**src/rtl/fifo_2w_req_arb.sv**
```systemverilog
// fifo_2w_req_arb: round-robin arbiter granting up to two of NUM_REQ
// valid/ready requesters per cycle onto the two write ports of a fifo_2w.
// Ports: clk, rst_n (sync, active-low), arb_en, req_val/req_data/req_rdy,
// fifo_size (FIFO occupancy), w_val_0/1, w_data_0/1, w_src_0/1 (registered).
// Optional FIFO_2W_REQ_ARB_STATS_EN adds stats_clr and grant_cnt
// (one 16-bit saturating transfer counter per requester).
module fifo_2w_req_arb #(
    parameter int NUM_REQ    = 4,
    parameter int DATA_WIDTH = 32,
    parameter int FIFO_DEPTH = 16,
    parameter int CNT_WIDTH  = $clog2(FIFO_DEPTH) + 1,
    parameter int IDX_WIDTH  = (NUM_REQ > 1) ? $clog2(NUM_REQ) : 1
) (
    input  logic                          clk,
    input  logic                          rst_n,
    input  logic                          arb_en,
    input  logic [NUM_REQ-1:0]            req_val,
    input  logic [NUM_REQ*DATA_WIDTH-1:0] req_data,
    output logic [NUM_REQ-1:0]            req_rdy,
`ifdef FIFO_2W_REQ_ARB_STATS_EN
    input  logic                          stats_clr,
    output logic [NUM_REQ*16-1:0]         grant_cnt,
`endif
    input  logic [CNT_WIDTH-1:0]          fifo_size,
    output logic                          w_val_0,
    output logic [DATA_WIDTH-1:0]         w_data_0,
    output logic                          w_val_1,
    output logic [DATA_WIDTH-1:0]         w_data_1,
    output logic [IDX_WIDTH-1:0]          w_src_0,
    output logic [IDX_WIDTH-1:0]          w_src_1
);

    localparam logic [IDX_WIDTH:0] NREQ = (IDX_WIDTH+1)'(NUM_REQ);
    localparam logic signed [CNT_WIDTH:0] DEPTH_M1 =
        (CNT_WIDTH+1)'(FIFO_DEPTH - 1);

    logic [DATA_WIDTH-1:0] data_arr [NUM_REQ];
    logic [IDX_WIDTH-1:0]  rr_ptr;
    logic [1:0]            inflight;
    logic signed [CNT_WIDTH:0] space;
    logic [1:0]            slots;
    logic [IDX_WIDTH-1:0]  g0, g1;
    logic                  f0, f1;
    logic                  gnt0, gnt1;
    logic [IDX_WIDTH-1:0]  last, nxt;
    logic [IDX_WIDTH:0]    sum;

    for (genvar i = 0; i < NUM_REQ; i++) begin : g_unpack
        assign data_arr[i] = req_data[i*DATA_WIDTH +: DATA_WIDTH];
    end

    // Words on the write ports now are not yet counted in fifo_size.
    assign inflight = {w_val_0 & w_val_1, w_val_0 ^ w_val_1};

    always_comb begin
        space = DEPTH_M1 - $signed({1'b0, fifo_size})
              - $signed({{(CNT_WIDTH-1){1'b0}}, inflight});
        slots = 2'd0;
        if (arb_en && space > 0)
            slots = (space == 1) ? 2'd1 : 2'd2;
    end

    // Scan from rr_ptr with wrap; first two valid requesters win.
    always_comb begin
        g0  = '0;
        g1  = '0;
        f0  = 1'b0;
        f1  = 1'b0;
        sum = '0;
        for (int k = 0; k < NUM_REQ; k++) begin
            sum = {1'b0, rr_ptr} + (IDX_WIDTH+1)'(k);
            if (sum >= NREQ)
                sum = sum - NREQ;
            if (req_val[sum[IDX_WIDTH-1:0]]) begin
                if (!f0) begin
                    f0 = 1'b1;
                    g0 = sum[IDX_WIDTH-1:0];
                end else if (!f1) begin
                    f1 = 1'b1;
                    g1 = sum[IDX_WIDTH-1:0];
                end
            end
        end
    end

    assign gnt0 = rst_n && f0 && (slots != 2'd0);
    assign gnt1 = rst_n && f1 && (slots == 2'd2);

    always_comb begin
        req_rdy = '0;
        if (gnt0) req_rdy[g0] = 1'b1;
        if (gnt1) req_rdy[g1] = 1'b1;
    end

    assign last = gnt1 ? g1 : g0;
    assign nxt  = (last == IDX_WIDTH'(NUM_REQ - 1)) ? '0 : last + 1'b1;

    always_ff @(posedge clk) begin
        if (!rst_n) begin
            rr_ptr   <= '0;
            w_val_0  <= 1'b0;
            w_val_1  <= 1'b0;
            w_data_0 <= '0;
            w_data_1 <= '0;
            w_src_0  <= '0;
            w_src_1  <= '0;
        end else begin
            w_val_0 <= gnt0;
            w_val_1 <= gnt1;
            if (gnt0) begin
                w_data_0 <= data_arr[g0];
                w_src_0  <= g0;
                rr_ptr   <= nxt;
            end
            if (gnt1) begin
                w_data_1 <= data_arr[g1];
                w_src_1  <= g1;
            end
        end
    end

`ifdef FIFO_2W_REQ_ARB_STATS_EN
    logic [15:0] cnt [NUM_REQ];

    // Clear dominates a same-cycle transfer.
    always_ff @(posedge clk) begin
        for (int i = 0; i < NUM_REQ; i++) begin
            if (!rst_n || stats_clr)
                cnt[i] <= '0;
            else if (req_rdy[i] && cnt[i] != 16'hFFFF)
                cnt[i] <= cnt[i] + 16'd1;
        end
    end

    for (genvar i = 0; i < NUM_REQ; i++) begin : g_cnt
        assign grant_cnt[i*16 +: 16] = cnt[i];
    end
`endif

endmodule

```
**config.mk**
```make
export PLATFORM = sky130hd
export DESIGN_NAME = fifo_2w_req_arb
export DESIGN_NICKNAME = d
export VERILOG_FILES = /design/src/rtl/fifo_2w_req_arb.sv
export SDC_FILE = /design/constraint.sdc
export NUM_CORES = 1
export LEC_CHECK = 0
export ABC_AREA = 1
export BUFFER_PORTS_ARGS = -buffer_cell sky130_fd_sc_hd__buf_2
export CAP_MARGIN = 20
export CORE_MARGIN = 5
export CORE_UTILIZATION = 55
export DETAILED_ROUTE_END_ITERATION = 16
export PLACE_DENSITY = 0.95
export SYNTH_ARGS = -nofsm -noshare
export SYNTH_HDL_FRONTEND = slang
export SYNTH_SLANG_ARGS = --single-unit
export TNS_END_PERCENT = 50
```
**constraint.sdc**
```tcl
create_clock -name clk -period 9.5 [get_ports clk]
set_clock_uncertainty 0.1 [all_clocks]
set_input_delay 1.425 -clock clk [delete_from_list [all_inputs] [get_ports clk]]
set_output_delay 1.425 -clock clk [all_outputs]
set_load 0.01 [all_outputs]
```
==> run metrics <==
setup bufs post-CTS=0; async set-reset flop share out of synthesis=0%; top cells by area, synth=nand2_1 27%, dfxtp_1 25%, nand3_1 18%; Synth Register Bits=72; setup TNS=0 ps; antenna violations before repair=3; Comb power frac=50.1%; Relative slew margins=33.0%; HP Class=reg2reg; DRC viols=0; M3 GR Usage=6.74%; drt total wl=20.0 mm; largest net degree at the start of global routing=81; pwr/cell area=184 mW/mm²; Cell Int Power=0.000689 W; dpl hpwl=13.6 mm; Period minus WS final=6380 ps; Core Box Area=0.0102 mm²; Cells after Synth=1,006; met2 Resource Use GR=49.0%; GRT busiest layer=met2; DR pass1 iterations=6; total clock sinks=72; Max clock buf depth=2; total grt overflow=0; DIE AREA=0.0125 mm²; routed vias/inst=5.43; area leader, netlist=nand2_1; post-cts hold buffer count=0; fin util=67.2%; Leak=4.18 nW; Post-synth EDFFs=0; Top Ports=214; vias post-DR=7,127; CP Launch Type=input pin; RSZ-0062 raised after global routing=false; IO Port Bufs=213; share of post-route cells with drive strength above 1=22.1%; Final Setup Violations=0; Mapped Area=0.00570 mm²; Max Transition Viols Final=0; Overall Power=0.00127 W; arrival time at the worst endpoint=4860 ps; GP Congestion=0.940; Area Overhead vs Synth=20.5%; crit path max-delay cell type=nor2_2; H-tree Lvls=3; CP Cell Sequence=buf_2 > inv_1 > ha_1 > ha_1 > inv_1 > fa_1 > nor3_1 > o21bai_1 > nor2_1 > o21ai_4 > nor2_2 > nand2_1 > o21ai_0 > buf_2; CTS tree=yes; GRT Total Usage=30.6%; max frequency=157 MHz; synth unique cells=34; Ant. Diodes=0; Psw=0.000578 W; final-report hold violation count=0; Starting Density=55.8%; Post-Syn Area per Cell=5.67 µm²; Yosys top cell area share=26.8%; sw frac=45.6%; row cnt=37; WS Path Type=in2out; Worst Path Required=7980 ps; Worst Setup End Kind=output pin; run status=finished, final reports clean; Final nets=1,321; Avg WL per Cell=15.2 µm; met1 Use GR=39.3%; Critical Path Max Stage Delay=890 ps; most common cell in the netlist=nand2_1; slew at the pin with the worst max-slew slack=1000 ps; max-cap violations=0; Tcrit/Tclk final=67.2%; VDD IR max=0.120 mV; CTS resizes=0; post-route ant nets=0; Finished Cell Area=0.00687 mm²; clock-pin transition on the worst setup and hold timing paths=70 ps; sequential share of the synthesized area=25.3%; initial drt markers=1,042; Skew-Pair Late Insertion Delay=360 ps; vias in the first global route=6,499; Die W=112 µm; CP max FO=36; Post-DP Area=0.00666 mm²; Post-synth top cells=407 x nand2_1, 204 x nand3_1, 126 x inv_1; Clk pwr share=21.6%; filler-free cell count of the finished design=1,312; Root Driver=clkbuf_8; sequential share of power=28.2%; CTS Buf Count=9; YS warnings=0; # placed instances=1,296; die height=112 µm; first-pass GRT wire length=31.6 mm; Syn Nets=1,156; Top FF cell, synth=dfxtp_1
-- cell usage in the layout, fill, tap and decap left out, types with 2 or more instances in the layout --
cell / instances
bufinv_16: 2
o21ai_0: 13
nor2_1: 21
clkbuf_8: 10
nand3_2: 2
buf_2: 213
nand2_2: 11
dfxtp_1: 72
inv_2: 5
clkbuf_1: 3
a21oi_1: 12
inv_1: 126
o211ai_1: 13
buf_4: 5
nand2_1: 405
o21ai_1: 2
ha_1: 9
nand3_1: 203
or2_2: 2
nand3b_1: 27
nor2_4: 4
nor2_2: 2
-- per-layer routing --
layer  vias to the layer above  share of wire [%]
li1                       3482                  -
met1                      3074                 38
met2                       497                 46
met3                        68                 13
met4                         6                3.0
met5                         -               0.19
-- worst max-delay path: cells and delay by family --
kind | cells | cell delay, ps
buf+inv | 4 | 350
simple gates | 4 | 1600
compound gates | 3 | 630
fa+ha+maj | 3 | 840
-- worst paths after layout --
check / from / depth (start not counted) / to / slack, ps
worst max register to register: w_val_0 / 15 / w_data_1[1] / 5250
worst min-delay path: w_data_0[14] / 2 / w_data_0[14] / 370
worst min register to register: w_data_0[14] / 2 / w_data_0[14] / 370
worst max-delay path: fifo_size[1] / 14 / req_rdy[2] / 3120
-- area by class of cell --
class / instances / area, µm²
multi-input combinational: 739 / 3450
fill: 965 / 3360
sequential: 72 / 1440
timing repair buffer: 218 / 1100
inverter: 131 / 492
tap: 136 / 170
clock buffer: 13 / 149
clock inverter: 3 / 65.1
-- flip-flops by register name, indices dropped and copies added (netlist names) --
name	cells
w_src_0	2
rr_ptr	2
w_val_1	1
w_data_1	32
w_val_0	1
w_src_1	2
w_data_0	32
-- kinds of logic after synthesis --
logic type	count (synthesis)	share of synthesized area [%]
AND/OR/NAND/NOR	682	52.7
buffers and inverters	195	14.6
flip-flops	72	25.3
AO/OA/AOI/OAI	46	4.89
adder cells (fa/ha/maj)	10	2.33
XOR/XNOR	1	0.154
-- power by group through the flow --
stage | Combinational (W) | Sequential, W | Clock [W]
after floorplan | 0.000457 | 0.000377 | 0
after global placement | 0.000602 | 0.000364 | 0
after detailed placement | 0.000614 | 0.000364 | 0
after CTS | 0.000619 | 0.000357 | 0.000277
after global routing | 0.000704 | 0.000361 | 0.000291
final | 0.000635 | 0.000358 | 0.000274
-- through the flow --
stage / setup slack [ps] / hold WS [ps]
final: 3120 / 372
after global routing: 2900 / 387
after CTS: 3160 / 372
after detailed placement: 3170 / 360
after global placement: 3290 / 356
after floorplan: 4290 / 394
(Power assumes the default switching activity.)
